**src/rtl/addr_gen_pkg.sv**
```systemverilog
// Shared types and width helpers for the h/c address sequencer.
// Latency: n/a (types, constants and a function only).
// Backpressure: n/a.
package addr_gen_pkg;

  // Sequencer states
  typedef enum logic [2:0] {
    IDLE  = 3'd0,
    SWEEP = 3'd1,
    WAIT  = 3'd2,
    WRITE = 3'd3,
    DONE  = 3'd4
  } state_t;

  // Counter width for a range of n values; never narrower than one bit
  function automatic int cnt_w(input int n);
    return (n <= 1) ? 1 : $clog2(n);
  endfunction

  // Default geometry and the counter widths it implies
  localparam int NUM_CELLS_DEF = 53;
  localparam int TIMESTEP_DEF  = 7;
  localparam int DELAY_DEF     = 1;
  localparam int K_W_DEF       = cnt_w(NUM_CELLS_DEF);
  localparam int T_W_DEF       = cnt_w(TIMESTEP_DEF);
  localparam int D_W_DEF       = cnt_w(DELAY_DEF + 1);

endpackage

```
**src/rtl/addr_gen_hc_seq_mod_counter.sv**
```systemverilog
// Wrapping 0..MAX counter with clear/enable, optional count-down, terminal flag.
// Latency: count updates one cycle after inc; tc is combinational from the count.
// Backpressure: none; inc low holds the count.
module mod_counter #(
  parameter int WIDTH = 4,
  parameter int MAX   = 15
) (
  input  logic             clk,
  input  logic             rst,
  input  logic             inc,
  input  logic             clr,
  input  logic             dn,
  output logic [WIDTH-1:0] cnt,
  output logic             tc
);

  localparam logic [WIDTH-1:0] TOP = WIDTH'(MAX);

  logic [WIDTH-1:0] cnt_q;

  // Clear loads the first value for the chosen direction; inc steps and wraps
  always_ff @(posedge clk or negedge rst) begin
    if (!rst) begin
      cnt_q <= '0;
    end else if (clr) begin
      cnt_q <= dn ? TOP : '0;
    end else if (inc) begin
      if (dn) cnt_q <= (cnt_q == '0) ? TOP : cnt_q - WIDTH'(1);
      else    cnt_q <= (cnt_q == TOP) ? '0 : cnt_q + WIDTH'(1);
    end
  end

  assign cnt = cnt_q;
  assign tc  = dn ? (cnt_q == '0) : (cnt_q == TOP);

endmodule

```
**src/rtl/addr_gen_hc_seq.sv**
```systemverilog
// h/c RAM address sequencer: per timestep/cell, sweep neighbour h row, wait, write once. ADDR_GEN_HC_BWD_EN enables backward order.
// Latency: SWEEP from the edge that samples start; NUM_CELLS+DELAY+1 cycles per cell, one DONE cycle per run.
// Backpressure: en low freezes all state; strobes drop and the stalled beat is reissued when en returns.
module addr_gen_hc_seq
  import addr_gen_pkg::*;
#(
  parameter int ADDR_WIDTH = 12,
  parameter int NUM_CELLS  = 53,
  parameter int TIMESTEP   = 7,
  parameter int DELAY      = 1
) (
  input  logic                        clk,
  input  logic                        rst,
  input  logic                        start,
  input  logic                        dir,
  input  logic                        en,
  output logic [ADDR_WIDTH-1:0]       o_addr_h,
  output logic [ADDR_WIDTH-1:0]       o_addr_c,
  output logic                        o_h_vld,
  output logic                        o_h_zero,
  output logic                        o_wr,
  output logic [cnt_w(TIMESTEP)-1:0]  o_step,
  output logic                        o_busy,
  output logic                        o_done
);

  localparam int K_W   = cnt_w(NUM_CELLS);
  localparam int T_W   = cnt_w(TIMESTEP);
  localparam int D_W   = cnt_w(DELAY + 1);
  localparam int D_MAX = (DELAY > 0) ? DELAY - 1 : 0;
  localparam logic [ADDR_WIDTH-1:0] NC_A = ADDR_WIDTH'(NUM_CELLS);

  state_t state_q, state_d;

  logic [K_W-1:0] k_cnt;
  logic [K_W-1:0] cell_cnt;
  logic [T_W-1:0] t_cnt;
  logic [D_W-1:0] dly_cnt_unused;
  logic           k_tc, cell_tc, t_tc, dly_tc;

  logic                  first_q;   // current step is the first in run order
  logic [ADDR_WIDTH-1:0] base_q;    // row(t)
  logic [ADDR_WIDTH-1:0] nbase_q;   // row of the previous step in run order
  logic                  go;
  logic                  step_adv;
  logic                  t_dn;

  assign go       = (state_q == IDLE) & start & en;
  assign step_adv = en & (state_q == WRITE) & cell_tc & ~t_tc;

`ifdef ADDR_GEN_HC_BWD_EN
  localparam logic [ADDR_WIDTH-1:0] LAST_ROW = ADDR_WIDTH'((TIMESTEP - 1) * NUM_CELLS);
  logic dir_q;
  // While idle the t counter must see the incoming dir so clear loads the right end
  assign t_dn = (state_q == IDLE) ? dir : dir_q;
`else
  logic unused_dir;
  assign unused_dir = dir;
  assign t_dn       = 1'b0;
`endif

  // State register
  always_ff @(posedge clk or negedge rst) begin
    if (!rst) state_q <= IDLE;
    else      state_q <= state_d;
  end

  // Next-state logic; nothing moves while en is low
  always_comb begin
    state_d = state_q;
    if (en) begin
      case (state_q)
        IDLE:    if (start) state_d = SWEEP;
        SWEEP:   if (k_tc) state_d = (DELAY == 0) ? WRITE : WAIT;
        WAIT:    if (dly_tc) state_d = WRITE;
        WRITE:   state_d = (cell_tc && t_tc) ? DONE : SWEEP;
        DONE:    state_d = IDLE;
        default: state_d = IDLE;
      endcase
    end
  end

  // Row bases: nbase trails base by one step so the neighbour row needs no adder per direction
  always_ff @(posedge clk or negedge rst) begin
    if (!rst) begin
      first_q <= 1'b0;
      base_q  <= '0;
      nbase_q <= '0;
`ifdef ADDR_GEN_HC_BWD_EN
      dir_q   <= 1'b0;
`endif
    end else if (go) begin
      first_q <= 1'b1;
      nbase_q <= '0;
`ifdef ADDR_GEN_HC_BWD_EN
      dir_q   <= dir;
      base_q  <= dir ? LAST_ROW : '0;
`else
      base_q  <= '0;
`endif
    end else if (step_adv) begin
      first_q <= 1'b0;
      nbase_q <= base_q;
`ifdef ADDR_GEN_HC_BWD_EN
      base_q  <= dir_q ? base_q - NC_A : base_q + NC_A;
`else
      base_q  <= base_q + NC_A;
`endif
    end
  end

  // Sweep index k over the neighbour h row
  mod_counter #(.WIDTH(K_W), .MAX(NUM_CELLS - 1)) u_k (
    .clk (clk), .rst (rst),
    .inc (en & (state_q == SWEEP)), .clr (go), .dn (1'b0),
    .cnt (k_cnt), .tc (k_tc)
  );

  // Current cell; wraps to 0 on the last write of a step
  mod_counter #(.WIDTH(K_W), .MAX(NUM_CELLS - 1)) u_cell (
    .clk (clk), .rst (rst),
    .inc (en & (state_q == WRITE)), .clr (go), .dn (1'b0),
    .cnt (cell_cnt), .tc (cell_tc)
  );

  // Timestep index; tc marks the last step in run order
  mod_counter #(.WIDTH(T_W), .MAX(TIMESTEP - 1)) u_t (
    .clk (clk), .rst (rst),
    .inc (step_adv), .clr (go), .dn (t_dn),
    .cnt (t_cnt), .tc (t_tc)
  );

  // Pipeline delay between sweep end and write
  mod_counter #(.WIDTH(D_W), .MAX(D_MAX)) u_dly (
    .clk (clk), .rst (rst),
    .inc (en & (state_q == WAIT)), .clr (go), .dn (1'b0),
    .cnt (dly_cnt_unused), .tc (dly_tc)
  );

  // Outputs decoded from registered state; zero whenever not running
  always_comb begin
    o_addr_h = '0;
    o_addr_c = '0;
    o_h_zero = 1'b0;
    o_step   = '0;
    o_busy   = (state_q == SWEEP) || (state_q == WAIT) || (state_q == WRITE);
    o_h_vld  = (state_q == SWEEP) & en;
    o_wr     = (state_q == WRITE) & en;
    o_done   = (state_q == DONE) & en;
    if (o_busy) begin
      o_addr_c = base_q + ADDR_WIDTH'(cell_cnt);
      o_step   = t_cnt;
      o_h_zero = first_q;
    end
    if (state_q == SWEEP) begin
      o_addr_h = first_q ? ADDR_WIDTH'(k_cnt) : nbase_q + ADDR_WIDTH'(k_cnt);
    end
  end

endmodule

```
**config.mk**
```make
export PLATFORM = sky130hd
export DESIGN_NAME = addr_gen_hc_seq
export DESIGN_NICKNAME = d
export VERILOG_FILES = /design/src/rtl/addr_gen_pkg.sv /design/src/rtl/addr_gen_hc_seq_mod_counter.sv /design/src/rtl/addr_gen_hc_seq.sv
export SDC_FILE = /design/constraint.sdc
export NUM_CORES = 1
export LEC_CHECK = 0
export BUFFER_PORTS_ARGS = -buffer_cell sky130_fd_sc_hd__buf_2
export CAP_MARGIN = 0
export CORE_MARGIN = 1.5
export CORE_UTILIZATION = 53
export DETAILED_ROUTE_END_ITERATION = 6
export PLACE_DENSITY_LB_ADDON = 0.12
export SLEW_MARGIN = 20
export SYNTH_ARGS = -nofsm -noshare
export SYNTH_HDL_FRONTEND = slang
export SYNTH_SLANG_ARGS = --single-unit
```
**constraint.sdc**
```tcl
create_clock -name clk -period 1.9 [get_ports clk]
set_input_delay 0.095 -clock clk [delete_from_list [all_inputs] [get_ports clk]]
set_output_delay 0.095 -clock clk [all_outputs]
set_load 0.05 [all_outputs]
```
## Word level (Yosys, flattened, before mapping)

Cells that the tools add are included.
Widths: inputs -> output; s select.

- Register bits: 44
- Output and inout bits: 32
- Logic and storage cells: 71

- Bitwise operators: 9
- Reductions and logical operators: 9
- Eq/ne operators: 10
- Add/subtract/negate cells: 7
- Mux-type cells: 28

Operator list:

| kind | number |
|---|---|
| $mux 12 | 7 |
| $mux 6 | 6 |
| $add 12x6->12 | 2 |
| $mux 3 | 8 |
| $add 12x6->12 const B | 1 |
| $add 6x1->6 const B | 2 |
| $eq 6x6->1 const B | 2 |
| $pmux 3 s4 | 1 |
| $and 1x1->1 | 8 |
| $reduce_bool 2->1 | 4 |
| $eq 3x2->1 const B | 2 |
| $eq 3x3->1 const B | 2 |
| $mux 1 | 6 |
| $ne 2x2->1 const B | 3 |
| $reduce_and 4->1 | 1 |
| $add 3x1->3 const B | 1 |
| $eq 3x1->1 const B | 1 |
| $logic_not 3->1 | 1 |
| $logic_or 1x1->1 | 2 |
| $add 1x1->1 const B | 1 |
| $logic_and 1x1->1 | 1 |
| $not 1->1 | 1 |

## Depth between registers and ports, before layout

Gate-level depths: netlist of the first run.

- Depth in word-level cells: 6
- Gate-level depth with buffers: 8

## Cells and area by module

A second synthesis of the first run with hierarchy kept.

- Cells, all modules: 445
- Area, all modules: 3,644.7 um2

Modules (own cells, without submodules):

| module | times used | area each (um2) | cells an instance |
|---|---|---|---|
| addr_gen_hc_seq | 1 | 2,197.1 | 276 |
| mod_counter (u_cell ...) | 2 | 563.0 | 67 |
| mod_counter (u_t) | 1 | 299.0 | 31 |
| mod_counter (u_dly) | 1 | 22.5 | 4 |

## Worst setup path after synthesis of the first run

No wires, ideal clock.

- Path kind: reg-to-output
- Start point: reg u_k.cnt_q[0], in the netlist u_k.cnt[0]
- End point: out o_addr_h[6]
- Path buffers: 0
- Arrival: 2.715 ns
- Cell stages (with the launch flop): 9
- Required time: 1.805 ns
- Path slack: -0.910 ns
- Cells stage by stage: dfrtp_1 > ha_1 > inv_1 > fa_1 > nand2b_1 > a21oi_1 > o21a_1 > nor3_1 > nor3_1

- Word-level cells in the longest chain between the ends: 3

Ends and longest elaborated chain:

| element | RTL line | text |
|---|---|---|
| start: declaration | addr_gen_hc_seq_mod_counter.sv:19 | `logic [WIDTH-1:0] cnt_q;` |
| start signal: assignment | addr_gen_hc_seq_mod_counter.sv:26 | `cnt_q <= dn ? TOP : '0;` |
| start signal: assignment | addr_gen_hc_seq_mod_counter.sv:28 | `if (dn) cnt_q <= (cnt_q == '0) ? TOP : cnt_q - WIDTH'(1);` |
| start signal: assignment | addr_gen_hc_seq_mod_counter.sv:29 | `else cnt_q <= (cnt_q == TOP) ? '0 : cnt_q + WIDTH'(1);` |
| $add 12x6->12 | addr_gen_hc_seq.sv:156 | `o_addr_h = first_q ? ADDR_WIDTH'(k_cnt) : nbase_q + ADDR_WIDTH'(k_cnt);` |
| $mux 12 | addr_gen_hc_seq.sv:156 |  |
| $mux 12 | addr_gen_hc_seq.sv:155 | `if (state_q == SWEEP) begin` |
| end: declaration | addr_gen_hc_seq.sv:17 | `output logic [ADDR_WIDTH-1:0] o_addr_h,` |

Every way passes these cells.

## Final worst setup path of the first run

- Start point: reg base_q[0]
- End point: out o_addr_c[8]

- Word-level cells in the longest chain between the ends: 2

Ends and longest elaborated chain:

| element | RTL line | text |
|---|---|---|
| start: declaration | addr_gen_hc_seq.sv:42 | `logic [ADDR_WIDTH-1:0] base_q;` |
| start signal: assignment | addr_gen_hc_seq.sv:107 | `base_q <= base_q + NC_A;` |
| $add 12x6->12 | addr_gen_hc_seq.sv:151 | `o_addr_c = base_q + ADDR_WIDTH'(cell_cnt);` |
| $mux 12 | addr_gen_hc_seq.sv:150 | `if (o_busy) begin` |
| end: declaration | addr_gen_hc_seq.sv:18 | `output logic [ADDR_WIDTH-1:0] o_addr_c,` |

Every way passes these cells.

==> results_dict.tcl, run 1 <==
set metrics [dict create \
    status "complete, but fails checks" \
    violations "setup timing" \
    timing.fmax_mhz 417 \
    yosys.cell_types.count 57 \
    worst-path-max-fanout 4 \
    cts-root-buf "clkbuf_8" \
    postPlaceCellArea_um2 3900 \
    grt_first_pass_wirelength_mm 14.1 \
    drtIter0Drc 186 \
    clkLatencyLatePin_ps 300 \
    leakagePower_nw 2.10 \
    drive_above_1_share_pct 46.8 \
    cts_htree_levels 2 \
    drc 0 \
    gp_congestion 0.921 \
    min_period_ps 2400 \
    netlist_instances 364 \
    fin_skew_ps 6.05 \
    die_area_um2 6180 \
    slew_violations 0 \
    hp-class "input port to flop" \
    die_h_um 78.6 \
    synthToLayoutAreaGrowth_pct 58.4 \
    synth_top_family_by_area "simple AND/OR/NAND/NOR gates" \
    p_sw_mw 1.16 \
    synth-edff-count 0 \
    layout_common_cells "73 x buf_4, 44 x nand2_1, 41 x dfrtp_1" \
    cts_tree "done" \
    wl_per_cell_um 17.7 \
    synth_fa_ha_area_share_pct 8.35 \
    grt_pass1_vias 2967 \
    setup_violations 21 \
    setup_slack_ps -499 \
    cts_sinks 43 \
    power_frac_seq_pct 33.7 \
    worstMarginPinSlew_ps 550 \
    fin_area_um2 4800 \
    avgViaCountPerCell 5.84 \
    r2r_slack_ps 10 \
    combPwrFrac_pct 42.0 \
    power_density_nw_per_um2 651 \
    grt.busiest_layer "met2" \
    startpoint "base_q[0]$_DFFE_PN0P_" \
    p_clk_share_pct 24.3 \
    rows 27 \
    synth_compound_gate_area_share_pct 17.9 \
    synth_seq_area_share_pct 35.5 \
    grt_use_met2_pct 52.3 \
    critPathArrivalTime_ps 2300 \
    finalHoldViolCount 0 \
    async_flop_share_pct 100 \
    path_cells "ha_4, inv_2, fa_2, nor2b_2, o31a_1, buf_4, o21ai_4, xor2_2, nor2_4, buf_8" \
    diodes 0 \
    syn_nets 388 \
    use_met3_pct 3.72 \
    fill_cells 281 \
    critPathMaxStageDelay_ps 420 \
    synth-xor-area-share_pct 6.36 \
    r2r-end "base_q[9]$_DFFE_PN0P_" \
    cp_data_required_time_ps 1800 \
    utilization_pct 87.1 \
    start_util_pct 55.0 \
    synthMuxAreaShare_pct 0.661 \
    period_share_pct 126 \
    mostFrequentLayoutCell "buf_4" \
    cp-end-kind "output port" \
    use_met1_pct 36.4 \
    clk_path_buf_depth 2 \
    fin_nets 499 \
    firstDrtPassIters 4 \
    r2r_start "u_cell.cnt[1]$_DFFE_PN0P_" \
    totalWireLength_mm 9.71 \
    ys_ff_latch 43 \
    cts_buffers 5 \
    start_kind "flop" \
    io_pins 37 \
    antenna_left 0 \
    crit_type "flop to output port" \
    hpwl_mm 5.54 \
    crit_family "adder cells" \
    dominantRegCellSynth "dfrtp_1" \
    num_vias 3200 \
    p_sw_share_pct 37.3 \
    grt_start_max_net_pins 44 \
    yosys_warnings 0 \
    worstSetupEndpoint "o_addr_c[8]" \
    reg2reg_depth 10 \
    die_width_um 78.6 \
    synth_area_per_cell_um2 8.32 \
    internal_power_mw 1.96 \
    slew_headroom_pct 63.4 \
    critical-path-slowest-cell "dfrtp_1" \
    grt.total_usage_pct 29.4 \
    io_buffers 35 \
    worst-path-stages 10 \
    grt_overflow 0 \
    path_buf_inv 3 \
    cap_violations 0 \
    clk_pin_slew_worst_paths_ps 80 \
    synth-simple-area-share_pct 27.0 \
    grt_setup_unrepaired "yes" \
    synth_area_um2 3030 \
    core_um2 5510 \
    antenna_found_initial 0 \
    irDropWorstVdd_v 0.000595 \
]
-- power groups by stage --
| stage | logic (mW) | registers (mW) | clock network, mW |
|---|---|---|---|
| floorplan | 0.599 | 1.07 | 0 |
| global placement | 0.985 | 1.04 | 0 |
| detailed placement | 0.996 | 1.05 | 0 |
| CTS | 1.19 | 1.05 | 0.749 |
| global route | 1.40 | 1.06 | 0.778 |
| finish | 1.31 | 1.05 | 0.757 |
-- how the worst min path moves through the flow --
stage               slack, ps                     end  depth (start not counted)  from
finish                    160  state_q[0]$_DFFE_PN0P_                          4    en
global route              200  state_q[1]$_DFFE_PN0P_                          3    en
CTS                       150  state_q[0]$_DFFE_PN0P_                          4    en
detailed placement        190  u_t.cnt[0]$_DFFE_PN0P_                          2   rst
global placement          200  u_t.cnt[1]$_DFFE_PN0P_                          2   rst
floorplan                -200   base_q[0]$_DFFE_PN0P_                          0   rst
-- cell usage after synthesis, types with 4 or more instances --
master,count,area (um2)
a211oi_1,5,37.5
nand3_1,8,40.0
or3_1,4,25.0
nor2_1,50,188
xor2_1,14,123
ha_1,17,213
nand2_1,46,173
nand4_1,6,37.5
o31ai_1,4,30.0
a21oi_1,20,100
and2_1,4,25.0
o21ai_0,19,95.1
xnor2_1,8,70.1
nor3_1,10,50.1
and3_1,5,31.3
inv_1,13,48.8
nand3b_1,4,30.0
clkbuf_1,8,30.0
o21ai_1,12,60.1
dfrtp_1,43,1080
o21a_1,6,45.0
nor2b_1,8,50.1
-- state kept, by name, indices dropped and copies added, names as in the netlist --
register and flops:
state_q 3, u_t.cnt 3, u_cell.cnt 6, u_k.cnt 6
first_q 1, base_q 12, nbase_q 12
-- logic make-up (layout without fill, tap and decap cells) --
family / Yosys count / in the layout
AOI/OAI and AO/OA: 86 / 86
buffers and inverters: 30 / 142
DFF: 43 / 43
and+or+nand+nor: 162 / 162
muxes: 2 / 2
xor gates and xnor gates: 22 / 22
adders and majority gates: 19 / 19
-- layer usage --
metal | wire length (um) | up-vias
met5 | 0 | -
met4 | 261 | 0
met3 | 242 | 26
met2 | 5240 | 87
met1 | 3970 | 1591
li1 | - | 1496
-- worst register-to-register path, stage by stage, from the launching register on --
cell      delay (ps)
dfrtp_1          410
buf_6            130
inv_4             60
buf_6             90
ha_4             110
nand4_1          140
nor4_4           250
buf_6            200
and4bb_1         230
xnor2_1          120
nor2_1            60
-- what timing repair did --
item / 4_1_cts / 5_1_grt
setup buffers: 10 / 12
hold buffers: 1 / 0
resized for setup: 94 / 45
hold endpoints to repair: 43 / 0
setup endpoints to repair: 53 / 46
pin swaps: 29 / 23
gates cloned: 1 / 1
-- area by class of cell --
type	count	area (um2)	share of cell area (%)
multi-input combinational	291	2400	50.1
sequential	43	1080	22.5
timing repair buffer	119	1040	21.8
tap	72	90.1	1.88
clock buffer	6	82.6	1.72
inverter	15	62.6	1.30
clock inverter	2	35.0	0.730
-- stage by stage --
stage | hold slack, ps | setup TNS (ps) | setup WS, ps | instances | power (mW)
after floorplan | -201 | -1590 | -284 | 364 | 1.67
after global placement | 197 | -2640 | -213 | 515 | 2.03
after detailed placement | 195 | -3450 | -279 | 515 | 2.04
after CTS | 153 | -5740 | -478 | 535 | 2.99
after global routing | 197 | -9650 | -652 | 548 | 3.24
final | 160 | -7040 | -499 | 548 | 3.12
Note: power is estimated with default switching activity, not from simulation.
==> run 2: changes to the inputs <==
Settings changed: CORE_ASPECT_RATIO set to 1.4.
==> run 2 against run 1 <==
Highest routed layer unchanged. Design area down 1.1%. Final cell count down 1.6%. Count of clock-buffer cells in the layout unchanged. Sequential share of layout area increased by 0.22 points. Clock power shrank 23%. Critical path type unchanged. Non-clock buffer count decreased by 5. Sequential cell count stayed put. Hold slack improved by 6.7 ps. The flow still finishes with violations (setup timing).
==> results_dict.tcl, run 2 (synthesized netlist as in run 1, its figures left out) <==
set metrics [dict create \
    status "complete, but fails checks" \
    violations "setup timing" \
    io_buffers 35 \
    setup_tns_ps -6420 \
    r2r_start "u_cell.cnt[1]$_DFFE_PN0P_" \
    wl_per_cell_um 17.5 \
    fin_nets 494 \
    worst-path-max-fanout 4 \
    clk_pin_slew_worst_paths_ps 90 \
    num_vias 3157 \
    slew_headroom_pct 65.9 \
    cp_data_required_time_ps 1800 \
    hold_depth 3 \
    worstMarginPinSlew_ps 512 \
    min_from "en" \
    hpwl_mm 5.76 \
    die_area_um2 6180 \
    cts_htree_levels 2 \
    fin_skew_ps 13.4 \
    antenna_found_initial 0 \
    clk_path_buf_depth 2 \
    whs_endpoint "state_q[1]$_DFFE_PN0P_" \
    combPwrFrac_pct 45.1 \
    grt_start_max_net_pins 44 \
    timing.fmax_mhz 416 \
    reg_top3 "base_q x12, nbase_q x12" \
    totalWireLength_mm 9.42 \
    dr_wl_met2_mm 5.10 \
    die_h_um 92.4 \
    diodes 0 \
    cts_buffers 5 \
    drt-met1-wl_mm 3.73 \
    path_cells "ha_4, inv_2, fa_2, nor2b_2, o31a_1, o21a_1, o21a_1, nor3_4, buf_6" \
    start_util_pct 54.8 \
    leakagePower_nw 2.07 \
    fin_area_um2 4740 \
    drive_above_1_share_pct 46.5 \
    power_frac_seq_pct 35.3 \
    cts-root-buf "clkbuf_8" \
    critical-path-slowest-cell "dfrtp_1" \
    r2r-end "base_q[11]$_DFFE_PN0P_" \
    clkLatencyLatePin_ps 310 \
    wl_met3_um 301 \
    cp-end-kind "output port" \
    cap_violations 0 \
    slew_violations 0 \
    p_clk_share_pct 19.6 \
    grt_pass1_vias 2976 \
    grt_first_pass_wirelength_mm 14.1 \
    grt_overflow 0 \
    grt.total_usage_pct 29.6 \
    antenna_left 0 \
    utilization_pct 85.8 \
    grt_setup_unrepaired "yes" \
    rows 32 \
    gp_congestion 0.845 \
    start_kind "flop" \
    power_density_nw_per_um2 631 \
    cts_sinks 43 \
    layout_common_cells "60 x buf_4, 43 x nand2_1, 42 x dfrtp_1" \
    critPathArrivalTime_ps 2310 \
    fill_cells 270 \
    avgViaCountPerCell 5.86 \
    drtIter0Drc 149 \
    period_share_pct 126 \
    setup_slack_ps -501 \
    synthToLayoutAreaGrowth_pct 56.7 \
    die_width_um 66.9 \
    setup_violations 23 \
    mostFrequentLayoutCell "buf_4" \
    firstDrtPassIters 5 \
    top_layer "met4" \
    postPlaceCellArea_um2 3890 \
    p_sw_mw 1.17 \
    p_sw_share_pct 39.2 \
    critPathMaxStageDelay_ps 440 \
    irDropWorstVdd_v 0.000403 \
    drc 0 \
    r2r_slack_ps -30 \
    hp-class "input port to flop" \
    crit_top_cell "o21a_1" \
    min_period_ps 2400 \
    cts_tree "done" \
    crit_type "flop to output port" \
    reg2reg_depth 11 \
    io_pins 37 \
    core_um2 5530 \
    internal_power_mw 1.82 \
    finalHoldViolCount 0 \
]
==> run 2: cell types whose count changed in the layout (fill, tap and decap cells not counted), sizes merged <==
cell,change
buf,-3
clkbuf,-2
inv,+1
bufinv,-1
==> run 2: worst max path at each step <==
stage | start | endpoint | cells after the start
after CTS | base_q[0]$_DFFE_PN0P_ | o_addr_c[6] | 9
after global routing | base_q[0]$_DFFE_PN0P_ | o_addr_c[6] | 9
after global placement | nbase_q[0]$_DFFE_PN0P_ | o_addr_h[10] | 9
after floorplan | u_k.cnt[0]$_DFFE_PN0P_ | o_addr_h[6] | 8
final | base_q[0]$_DFFE_PN0P_ | o_addr_c[6] | 9
after detailed placement | nbase_q[0]$_DFFE_PN0P_ | o_addr_h[10] | 9
==> run 2: power groups by stage <==
stage | combinational [mW] | clock, mW | sequential (mW)
global placement | 0.989 | 0 | 1.05
detailed placement | 1.00 | 0 | 1.05
finish | 1.35 | 0.586 | 1.06
CTS | 1.21 | 0.595 | 1.05
global route | 1.43 | 0.633 | 1.06
floorplan | 0.599 | 0 | 1.07
==> run 2: worst max-delay path: cells and delay by family, from the launching register on <==
kind                       cells  cell delay (ps)
DFF                            1              440
adders and majority gates      2              400
AOI/OAI and AO/OA              3              750
buffers and inverters          2              240
and+or+nand+nor                2              170
==> run 2: routing by layer <==
metal / up-vias / global-route usage [%]
met5: - / 0
met4: 0 / 10.2
met1: 1554 / 36.0
met3: 24 / 4.25
met2: 92 / 52.4
li1: 1487 / -
==> run 2: cell type report <==
| class | count | area (um2) | area share, % |
|---|---|---|---|
| Clock buffer | 6 | 72.6 | 1.53 |
| Clock inverter | 2 | 12.5 | 0.264 |
| Inverter | 15 | 58.8 | 1.24 |
| Multi-Input combinational cell | 291 | 2420 | 51.1 |
| Sequential cell | 43 | 1080 | 22.7 |
| Tap cell | 68 | 85.1 | 1.79 |
| Timing Repair Buffer | 114 | 1010 | 21.4 |
==> run 2: metrics by stage <==
stage / total power [mW] / setup WS (ps) / std cells / hold slack [ps]
2_1_floorplan: 1.67 / -284 / 364 / -201
3_3_place_gp: 2.04 / -208 / 510 / 87.0
3_5_place_dp: 2.05 / -255 / 510 / 88.6
4_1_cts: 2.86 / -534 / 528 / 168
5_1_grt: 3.13 / -562 / 539 / 182
6_report: 2.99 / -501 / 539 / 167
==> run 2: timing repair <==
action	CTS	global route
hold buffers	1	0
resized for setup	96	50
endpoints found under the hold margin	43	0
cloned	1	1
buffers inserted	8	11
pin swaps	39	32
endpoints found under the setup margin	36	43
